## config.mk

```make
export PLATFORM = sky130hd
export DESIGN_NAME = bit_deserializer
export DESIGN_NICKNAME = d
export VERILOG_FILES = /design/src/rtl/bit_deserializer_pkg.sv /design/src/rtl/bit_deserializer_slot_decoder.sv /design/src/rtl/bit_deserializer.sv
export SDC_FILE = /design/constraint.sdc
export NUM_CORES = 1
export LEC_CHECK = 0
export CORE_MARGIN = 2
export CORE_UTILIZATION = 45
export CTS_BUF_LIST = sky130_fd_sc_hd__clkbuf_4 sky130_fd_sc_hd__clkbuf_8
export CTS_CLUSTER_SIZE = 20
export DETAILED_ROUTE_END_ITERATION = 8
export PLACE_DENSITY = 0.77
export SETUP_SLACK_MARGIN = 0.2
export SYNTH_ARGS = -nofsm -noshare
export SYNTH_HDL_FRONTEND = slang
export SYNTH_SLANG_ARGS = --single-unit
export TNS_END_PERCENT = 1
```

## constraint.sdc

```tcl
create_clock -name clk -period 2.5 [get_ports clk]
set_input_delay 0.375 -clock clk [delete_from_list [all_inputs] [get_ports clk]]
set_output_delay 0.375 -clock clk [all_outputs]
set_load 0.01 [all_outputs]
```

## src/rtl/bit_deserializer_pkg.sv

```systemverilog
// Shared types and sizing helpers for the bit-select link deserializer.
// Optional parity slot enabled by BIT_DESERIALIZER_PARITY_EN.
package bit_deserializer_pkg;

    typedef enum logic {FILL, FULL} state_t;

    localparam int DEFAULT_WIDTH = 8;

    // Index of the final serial slot of a word (the parity slot when enabled).
    function automatic int last_slot(input int width);
`ifdef BIT_DESERIALIZER_PARITY_EN
        return width;
`else
        return width - 1;
`endif
    endfunction

    function automatic int cnt_width(input int width);
        return $clog2(last_slot(width) + 1);
    endfunction

endpackage

```

## src/rtl/bit_deserializer_slot_decoder.sv

```systemverilog
// Index -> one-hot fill-register write enable; inverse of the transmitter's bit mux.
// Indices beyond WIDTH-1 (the parity slot) enable no data bit.
module bit_slot_decoder #(
    parameter int WIDTH     = 8,
    parameter int MSB_FIRST = 0,
    parameter int IDX_W     = $clog2(WIDTH)
) (
    input  logic [IDX_W-1:0] idx,
    input  logic             en,
    output logic [WIDTH-1:0] we
);

    always_comb begin
        we = '0;
        for (int k = 0; k < WIDTH; k++) begin
            if (en && idx == IDX_W'(MSB_FIRST != 0 ? WIDTH - 1 - k : k))
                we[k] = 1'b1;
        end
    end

endmodule

```

## src/rtl/bit_deserializer.sv

```systemverilog
// Serial bit stream -> parallel words with a one-word output buffer.
// Define BIT_DESERIALIZER_PARITY_EN for a trailing even-parity bit and parity_err output.
module bit_deserializer
    import bit_deserializer_pkg::*;
#(
    parameter int WIDTH     = DEFAULT_WIDTH,
    parameter int CNT_W     = cnt_width(WIDTH),
    parameter int MSB_FIRST = 0
) (
    input  logic             clk,
    input  logic             rst_n,
    input  logic             clr,
    input  logic             in_bit,
    input  logic             in_valid,
    output logic             in_ready,
    output logic [CNT_W-1:0] bit_idx,
    output logic [WIDTH-1:0] out_data,
    output logic             out_valid,
    input  logic             out_ready
`ifdef BIT_DESERIALIZER_PARITY_EN
    ,
    output logic             parity_err
`endif
);

    state_t           state;
    logic [WIDTH-1:0] fill, fill_new, we;
    logic             accept, last, word_done, load_fill, load_held;

    assign in_ready  = (state == FILL);
    assign accept    = in_valid && in_ready && !clr;
    assign last      = (bit_idx == CNT_W'(last_slot(WIDTH)));
    assign word_done = accept && last;
    // Completed word goes straight out if the buffer is empty or draining now.
    assign load_fill = word_done && (!out_valid || out_ready);
    assign load_held = (state == FULL) && out_ready && !clr;

    bit_slot_decoder #(
        .WIDTH    (WIDTH),
        .MSB_FIRST(MSB_FIRST),
        .IDX_W    (CNT_W)
    ) u_dec (
        .idx(bit_idx),
        .en (accept),
        .we (we)
    );

    assign fill_new = (fill & ~we) | (we & {WIDTH{in_bit}});

`ifdef BIT_DESERIALIZER_PARITY_EN
    logic word_perr, perr_held;
    // On the last slot in_bit is the parity bit and fill already holds all data.
    assign word_perr = (^fill) ^ in_bit;
`endif

    always_ff @(posedge clk or negedge rst_n) begin
        if (!rst_n) begin
            state     <= FILL;
            fill      <= '0;
            bit_idx   <= '0;
            out_data  <= '0;
            out_valid <= 1'b0;
`ifdef BIT_DESERIALIZER_PARITY_EN
            perr_held  <= 1'b0;
            parity_err <= 1'b0;
`endif
        end else begin
            if (clr) begin
                bit_idx <= '0;
                state   <= FILL;
            end else if (accept) begin
                fill    <= fill_new;
                bit_idx <= last ? '0 : bit_idx + CNT_W'(1);
                if (word_done && !load_fill)
                    state <= FULL;
`ifdef BIT_DESERIALIZER_PARITY_EN
                if (word_done)
                    perr_held <= word_perr;
`endif
            end else if (load_held) begin
                state <= FILL;
            end

            if (load_fill) begin
                out_data  <= fill_new;
                out_valid <= 1'b1;
`ifdef BIT_DESERIALIZER_PARITY_EN
                parity_err <= word_perr;
`endif
            end else if (load_held) begin
                out_data  <= fill;
                out_valid <= 1'b1;
`ifdef BIT_DESERIALIZER_PARITY_EN
                parity_err <= perr_held;
`endif
            end else if (out_valid && out_ready) begin
                out_valid <= 1'b0;
            end
        end
    end

endmodule

```

* Yosys cells after proc, flatten, opt, wreduce, memory -nomap -nowiden *
Index checks and enable logic that the tools add are counted.

word-level totals
  flip-flop bits (word level) = 21
  bits of input ports = 6
  output and inout bits = 13
  word-level logic and storage cells = 66

operators by class
  add/subtract/negate cells = 1
  equality and inequality tests = 8
  mux-type cells = 20
  bitwise logic cells = 6
  reductions and logical operators = 26

operators with widths
  cell                   count
  $and A8 B8 Y8          2
  $mux W8                2
  $logic_and A1 B1 Y1    15
  $mux W1                15
  $eq A3 B3 Y1 const B   4
  $mux W3                3
  $not A8 Y8             1
  $or A8 B8 Y8           1
  $eq A3 B2 Y1 const B   2
  $reduce_bool A3 Y1     2
  $reduce_and A2 Y1      2
  $reduce_bool A2 Y1     2
  $add A3 B1 Y3 const B  1
  $eq A3 B1 Y1 const B   1
  $logic_not A1 Y1       3
  $logic_not A3 Y1       1
  $ne A3 B3 Y1 const B   1
  $not A1 Y1             2
  $logic_or A1 B1 Y1     1

* Depth between registers and ports, before layout *
Gate-level depths: netlist of the first run.

  word-level depth = 10
  gate-level depth with buffers = 6
  mapped depth without buffers = 5

* Cells and area by module *
Synthesis of the first run repeated with hierarchy kept, for this count alone.

unflattened totals
  cell total of the unflattened synthesis = 107
  area total of the unflattened synthesis = 1201.2 sq um

modules (own cells, without submodules)
  module            instances  cells each  area each (sq um)
  bit_deserializer  1          99          1104.8
  bit_slot_decoder  1          8           96.3

* Least setup slack after synthesis of the first run *
Ideal clock, no wire load.

  path kind = reg-to-reg
  start = reg bit_idx[2]
  end = reg out_data[3]
  setup time = 0.125 ns
  arrival time = 1.714 ns
  setup slack = 0.662 ns
  stages on the path, launching flop included = 7
  path buffers = 1
  path through = dfrtp_1 -> buf_2 -> inv_1 -> ha_1 -> and4bb_1 -> mux2_4 -> mux2_2

on the way
  word-level cells in the longest chain between the ends = 7

RTL lines
  what                    line                                 RTL
  start, declared         bit_deserializer.sv:16               output logic [CNT_W-1:0] bit_idx,
  start signal, assigned  bit_deserializer.sv:73               bit_idx <= last ? '0 : bit_idx + CNT_W'(1);
  $eq A3 B2 Y1            bit_deserializer_slot_decoder.sv:16  if (en && idx == IDX_W'(MSB_FIRST != 0 ? WIDTH - 1 - k : k))
  $logic_and A1 B1 Y1     bit_deserializer_slot_decoder.sv:16
  $mux W1                 bit_deserializer_slot_decoder.sv:16
  $not A8 Y8              bit_deserializer.sv:48               assign fill_new = (fill & ~we) | (we & {WIDTH{in_bit}});
  $and A8 B8 Y8           bit_deserializer.sv:48
  $or A8 B8 Y8            bit_deserializer.sv:48
  $mux W8                 bit_deserializer.sv:84               if (load_fill) begin
  end signal, assigned    bit_deserializer.sv:85               out_data <= fill_new;
  end signal, assigned    bit_deserializer.sv:91               out_data <= fill;
  end, declared           bit_deserializer.sv:17               output logic [WIDTH-1:0] out_data,

Several ways; a longest one is shown, not always the timed one.
A chain may end at the register's enable or synchronous reset.

* Worst setup path in the final report of the first run *
Same ends and word-level chain as after synthesis.

==> results of run 1 <==
## flip-flops by register name (all words and copies together) (netlist names)
name	flops
bit_idx	3
fill	8
out_data	8
out_valid	1
state	1
## synth_stat cells, drive strengths merged
master / count
o21ai: 1
mux2i: 2
o21bai: 1
a31oi: 13
buf: 5
nor2b: 2
nand4bb: 1
and3: 1
a221oi: 6
nor4: 2
nor3b: 1
ha: 6
and4bb: 1
mux2: 12
inv: 5
nor4b: 1
and2b: 1
nand3: 3
dfrtp: 21
a211oi: 1
nor3: 1
nand3b: 1
nand2: 5
nor2: 5
a21o: 2
## layout make-up
| type | count | area (µm²) |
|---|---|---|
| Timing Repair Buffer | 19 | 188 |
| Clock inverter | 1 | 5.00 |
| Fill cell | 242 | 1230 |
| Multi-Input combinational cell | 69 | 682 |
| Clock buffer | 3 | 22.5 |
| Tap cell | 31 | 38.8 |
| Sequential cell | 21 | 526 |
| Inverter | 5 | 18.8 |
## path summary, 6_finish.rpt
kind,from,to,cells after the start
worst min-delay path,rst_n,state,2
worst max-delay path,bit_idx[2],out_data[3],5
max in group asynchronous,rst_n,out_data[5],2
worst max register to register,bit_idx[2],out_data[3],5
worst min register to register,fill[6],fill[6],1
min in group clk,fill[6],fill[6],1
## layout by cell type (no fill, tap or decap), types with 3 or more instances in the layout
cell type,n
a221oi_2,6
a31oi_1,13
clkbuf_4,3
clkdlybuf4s50_1,18
dfrtp_1,21
ha_1,6
inv_1,5
mux2_1,8
mux2_2,3
nand2_1,5
nand3_1,3
nor2_1,4
## layer usage
| metal | wire, µm | share of wire (%) | GRT usage [%] |
|---|---|---|---|
| met3 | 115 | 4.8 | 2.49 |
| met4 | 27 | 1.1 | 6.31 |
| met2 | 1150 | 48 | 25.8 |
| met1 | 1080 | 46 | 22.3 |
| met5 | 0 | 0 | 0 |
## logic make-up (layout without fill, tap and decap cells)
| group | count (synthesis) | count (layout) | synth area share, % |
|---|---|---|---|
| adders and majority gates | 6 | 6 | 5.92 |
| muxes | 14 | 14 | 12.5 |
| and+or+nand+nor | 25 | 25 | 18.1 |
| DFF | 21 | 21 | 41.4 |
| AOI/OAI and AO/OA | 24 | 24 | 17.2 |
| buffers and inverters | 10 | 28 | 4.83 |
## where the power goes
| part | switching, W | internal [W] | total (W) | leakage [nW] |
|---|---|---|---|---|
| sequential | 0.0000313 | 0.000380 | 0.000411 | 0.281 |
| clock | 0.000107 | 0.0000597 | 0.000166 | 0.0177 |
| combinational | 0.0000777 | 0.0000808 | 0.000158 | 0.362 |
| total | 0.000216 | 0.000521 | 0.000736 | 0.661 |
## worst register-to-register path: stages, from the launching register on
cell      delay [ns]
dfrtp_1         0.67
inv_1           0.23
ha_1            0.25
and4bb_1        0.21
mux2_4          0.30
mux2_2          0.27
## metrics by stage
step | area, µm² | cells | power [W]
floorplan | 1270 | 100 | 0.000509
detailed placement | 1450 | 145 | 0.000576
global placement | 1450 | 145 | 0.000571
CTS | 1480 | 149 | 0.000746
finish | 1480 | 149 | 0.000736
global route | 1480 | 149 | 0.000779
==> flow_summary.ini, run 1 <==
[yosys]
synthTopCellsByArea = dfrtp_1 (41%), a221oi_2 (7.1%), mux2_1 (7.1%)
ys_ff_latch = 21
ys_types = 31
synthesis.area_um2 = 1270
yosysTopAreaCell = dfrtp_1
synth_warnings = 0
avgSynthCellArea_um2 = 12.7
synth_top_area_share_pct = 41.4
postSynthCellCount = 100
syn_nets = 112
ys_seq_area_share_pct = 41.4

[timing]
post-route-period-util_pct = 81.0
worst_slack_ns = 0.476
rsz0062_at_grt = false
tightest_slew_ns = 0.564
final-hold-violation-count = 0
max_freq_mhz = 494
setup_tns_ns = 0
finalSetupViolCount = 0
relSlewSlack_pct = 62.3
fin_skew_ns = 0.00136
finalCriticalPeriod_ns = 2.02
whs_ns = 0.394
slew_violations = 0

[cells_and_area]
final_layout_size_suffix_gt1_share_pct = 21.2
antenna_cells = 0
fin_util_pct = 54.6
nets = 131
syn2layout_area_growth_pct = 16.7

[setup_path]
worst-r2r-setup-slack_ns = 0.48
cpPeakStageDelay_ns = 0.67
path_buf_inv = 1
end_kind = flip-flop
cp-start-kind = flip-flop
cp_cell_sequence = inv_1, ha_1, and4bb_1, mux2_4, mux2_2
crit_fanout = 12
crit_slowest_cell = dfrtp_1
crit_family = flip-flops
path_class = reg -> reg
worstPathRequired_ns = 2.70
worstPathArrival_ns = 2.23

[clock_tree]
cts_tree = built
path_clk_slew_ns = 0.12
cts_max_path_buffers = 2
clk_latency_ns = 0.30
cts_resized = 0
postCtsSetupRepairBufs = 0
root_buffer = clkbuf_4
cts_hold_buf = 0
htreeDepth = 1
numCtsBuffers = 3
clkSinkCount = 21

[drt]
wire_per_inst_um = 15.9
drt_iter0_drc = 26
num_vias = 897
post_drt_via_cell_ratio = 6.02
drc = 0
first_pass_iters = 4
wl_mm = 2.37
antenna_left = 0

[place]
io_buffer_count = 18
dpl.hpwl_mm = 1.76
dpl_worst_slack_ns = 0.410
place.gp.congestion = 0.793

[global_routing]
grt_max_degree = 22
grt_pass1_vias = 895
grt_overflow_total = 0
grtUsageTotal_pct = 16.2
antenna_found_initial = 0
grt_first_pass_wirelength_mm = 4.13

[power_and_ir_drop]
vdd_drop_max_uv = 296
cellPowerDensity_nw_per_um2 = 497
p_leak_nw = 0.661

[floorplan]
coreArea_um2 = 2710
dieHeight_um = 57.1
num_rows = 19
io_pins = 19
die_w_um = 57.1
start_util_pct = 46.8
die_area_um2 = 3260

[job]
maxCapViolCount = 0

[hold_path]
hold_class = in -> async

[run_status]
outcome = finished, final reports clean
Note: power is estimated with default switching activity, not from simulation.
==> run 2, diff against run 1 <==
--- a/config.mk
+++ b/config.mk
@@ -10,7 +10,7 @@
 export CTS_BUF_LIST = sky130_fd_sc_hd__clkbuf_4 sky130_fd_sc_hd__clkbuf_8
 export CTS_CLUSTER_SIZE = 20
 export DETAILED_ROUTE_END_ITERATION = 8
-export PLACE_DENSITY = 0.77
+export PLACE_DENSITY = 0.8
 export SETUP_SLACK_MARGIN = 0.2
 export SYNTH_ARGS = -nofsm -noshare
 export SYNTH_HDL_FRONTEND = slang
==> constraint.sdc (replaced) <==
create_clock -name clk -period 1.8 [get_ports clk]
set_input_delay 0.27 -clock clk [delete_from_list [all_inputs] [get_ports clk]]
set_output_delay 0.27 -clock clk [all_outputs]
set_load 0.01 [all_outputs]
==> flow_summary.ini, run 2 (same netlist as run 1, synthesis figures left out) <==
[clock_tree]
htreeDepth = 1
root_buffer = clkbuf_4
path_clk_slew_ns = 0.13
cts_tree = built
clkSinkCount = 21
cts_max_path_buffers = 2
numCtsBuffers = 3
clk_latency_ns = 0.32

[hold_path]
hold_class = in -> async

[power_and_ir_drop]
p_leak_nw = 0.720
vdd_drop_max_uv = 521
cellPowerDensity_nw_per_um2 = 656

[floorplan]
start_util_pct = 46.8
coreArea_um2 = 2710
die_area_um2 = 3260
num_rows = 19
dieHeight_um = 57.1
die_w_um = 57.1
io_pins = 19

[drt]
num_vias = 913
wire_per_inst_um = 16.3
first_pass_iters = 4
wl_mm = 2.60
post_drt_via_cell_ratio = 5.74
drt_iter0_drc = 17
antenna_left = 0
drc = 0

[timing]
rsz0062_at_grt = true
max_freq_mhz = 596
finalSetupViolCount = 0
whs_ns = 0.279
setup_tns_ns = 0
slew_violations = 0
post-route-period-util_pct = 93.2
relSlewSlack_pct = 62.9
final-hold-violation-count = 0
finalCriticalPeriod_ns = 1.68
tightest_slew_ns = 0.556
fin_skew_ns = 0.00319

[setup_path]
rr_endpoint = out_data[3]
crit_fanout = 5
worstPathRequired_ns = 2.02
r2r-start = bit_idx[1]
path_class = reg -> reg
worst-r2r-setup-slack_ns = 0.12
cp-start-kind = flip-flop
end_kind = flip-flop
worstPathArrival_ns = 1.90
r2r_cells = 5

[cells_and_area]
nets = 141
stdcell_area_um2 = 1610
top_regs = fill (8), out_data (8), bit_idx (3)
final_layout_size_suffix_gt1_share_pct = 33.6
antenna_cells = 0
final_cell_mix = dfrtp_1 (17), clkdlybuf4s50_1 (17), a31oi_1 (13)
seq_area_um2 = 531
multiInputGateArea_um2 = 723
fillCellCount = 229
syn2layout_area_growth_pct = 27.0

[global_routing]
grt_overflow_total = 0
grtUsageTotal_pct = 17.6
grt_max_degree = 22
antenna_found_initial = 0
grt_pass1_vias = 922
grt_first_pass_wirelength_mm = 4.47

[job]
maxCapViolCount = 0

[run_status]
outcome = finished, final reports clean

[place]
io_buffer_count = 18
placed_area_um2 = 1570
place.gp.congestion = 0.824
dpl.hpwl_mm = 1.96
[run 2: worst max path at each step]
stage | slack (ns) | startpoint | end | cells past startpoint
finish | 0.12 | bit_idx[1] | out_data[3] | 5
global route | 0.09 | bit_idx[1] | out_data[0] | 5
CTS | 0.11 | bit_idx[0] | out_data[3] | 5
detailed placement | -0.07 | clr | out_data[3] | 4
global placement | -0.04 | clr | out_data[3] | 4
floorplan | 0.16 | bit_idx[2] | out_data[3] | 6
[run 2: repair_timing]
| action | in CTS | in global routing |
|---|---|---|
| gates resized for setup | 1 | 1 |
| buffers inserted | 1 | 1 |
| hold buffers | 0 | 0 |
| pin swaps | 2 | 0 |
| setup endpoints to repair | 11 | 16 |
[run 2: layout make-up]
type / count / area share (%)
Clock buffer: 3 / 1.40
Sequential cell: 21 / 32.9
Multi-Input combinational cell: 69 / 44.9
Clock inverter: 1 / 0.311
Tap cell: 31 / 2.41
Inverter: 5 / 1.63
Timing Repair Buffer: 29 / 16.5
[run 2: through the flow]
| stage | instances | util (%) | power (W) | setup slack [ns] |
|---|---|---|---|---|
| after floorplan | 100 | - | 0.000719 | 0.165 |
| after global placement | 153 | 57.8 | 0.000811 | -0.0361 |
| after detailed placement | 153 | 57.8 | 0.000823 | -0.0697 |
| after CTS | 158 | 59.1 | 0.00106 | 0.114 |
| after global routing | 159 | 59.5 | 0.00111 | 0.0942 |
| final | 159 | 59.5 | 0.00106 | 0.122 |
[run 2: worst max-delay path, cell delays in order (launching register included)]
cell and delay [ns]:
dfrtp_2 0.47, ha_4 0.19, ha_4 0.14, and4bb_1 0.21
mux2_4 0.31, mux2_4 0.26
[run 2: report_power, final]
group / leakage, nW / switching [W] / internal [W]
clock network: 0.0177 / 0.000160 / 0.0000833
registers: 0.275 / 0.0000390 / 0.000529
logic: 0.427 / 0.000121 / 0.000126
total: 0.720 / 0.000320 / 0.000738
[run 2: routing by layer]
layer	vias to the layer above	part of all wire, %	global-route usage (%)
li1	437	-	-
met1	447	45	24.5
met2	23	50	28.1
met3	6	3.3	3.17
met4	0	1.5	4.98
met5	-	0	0
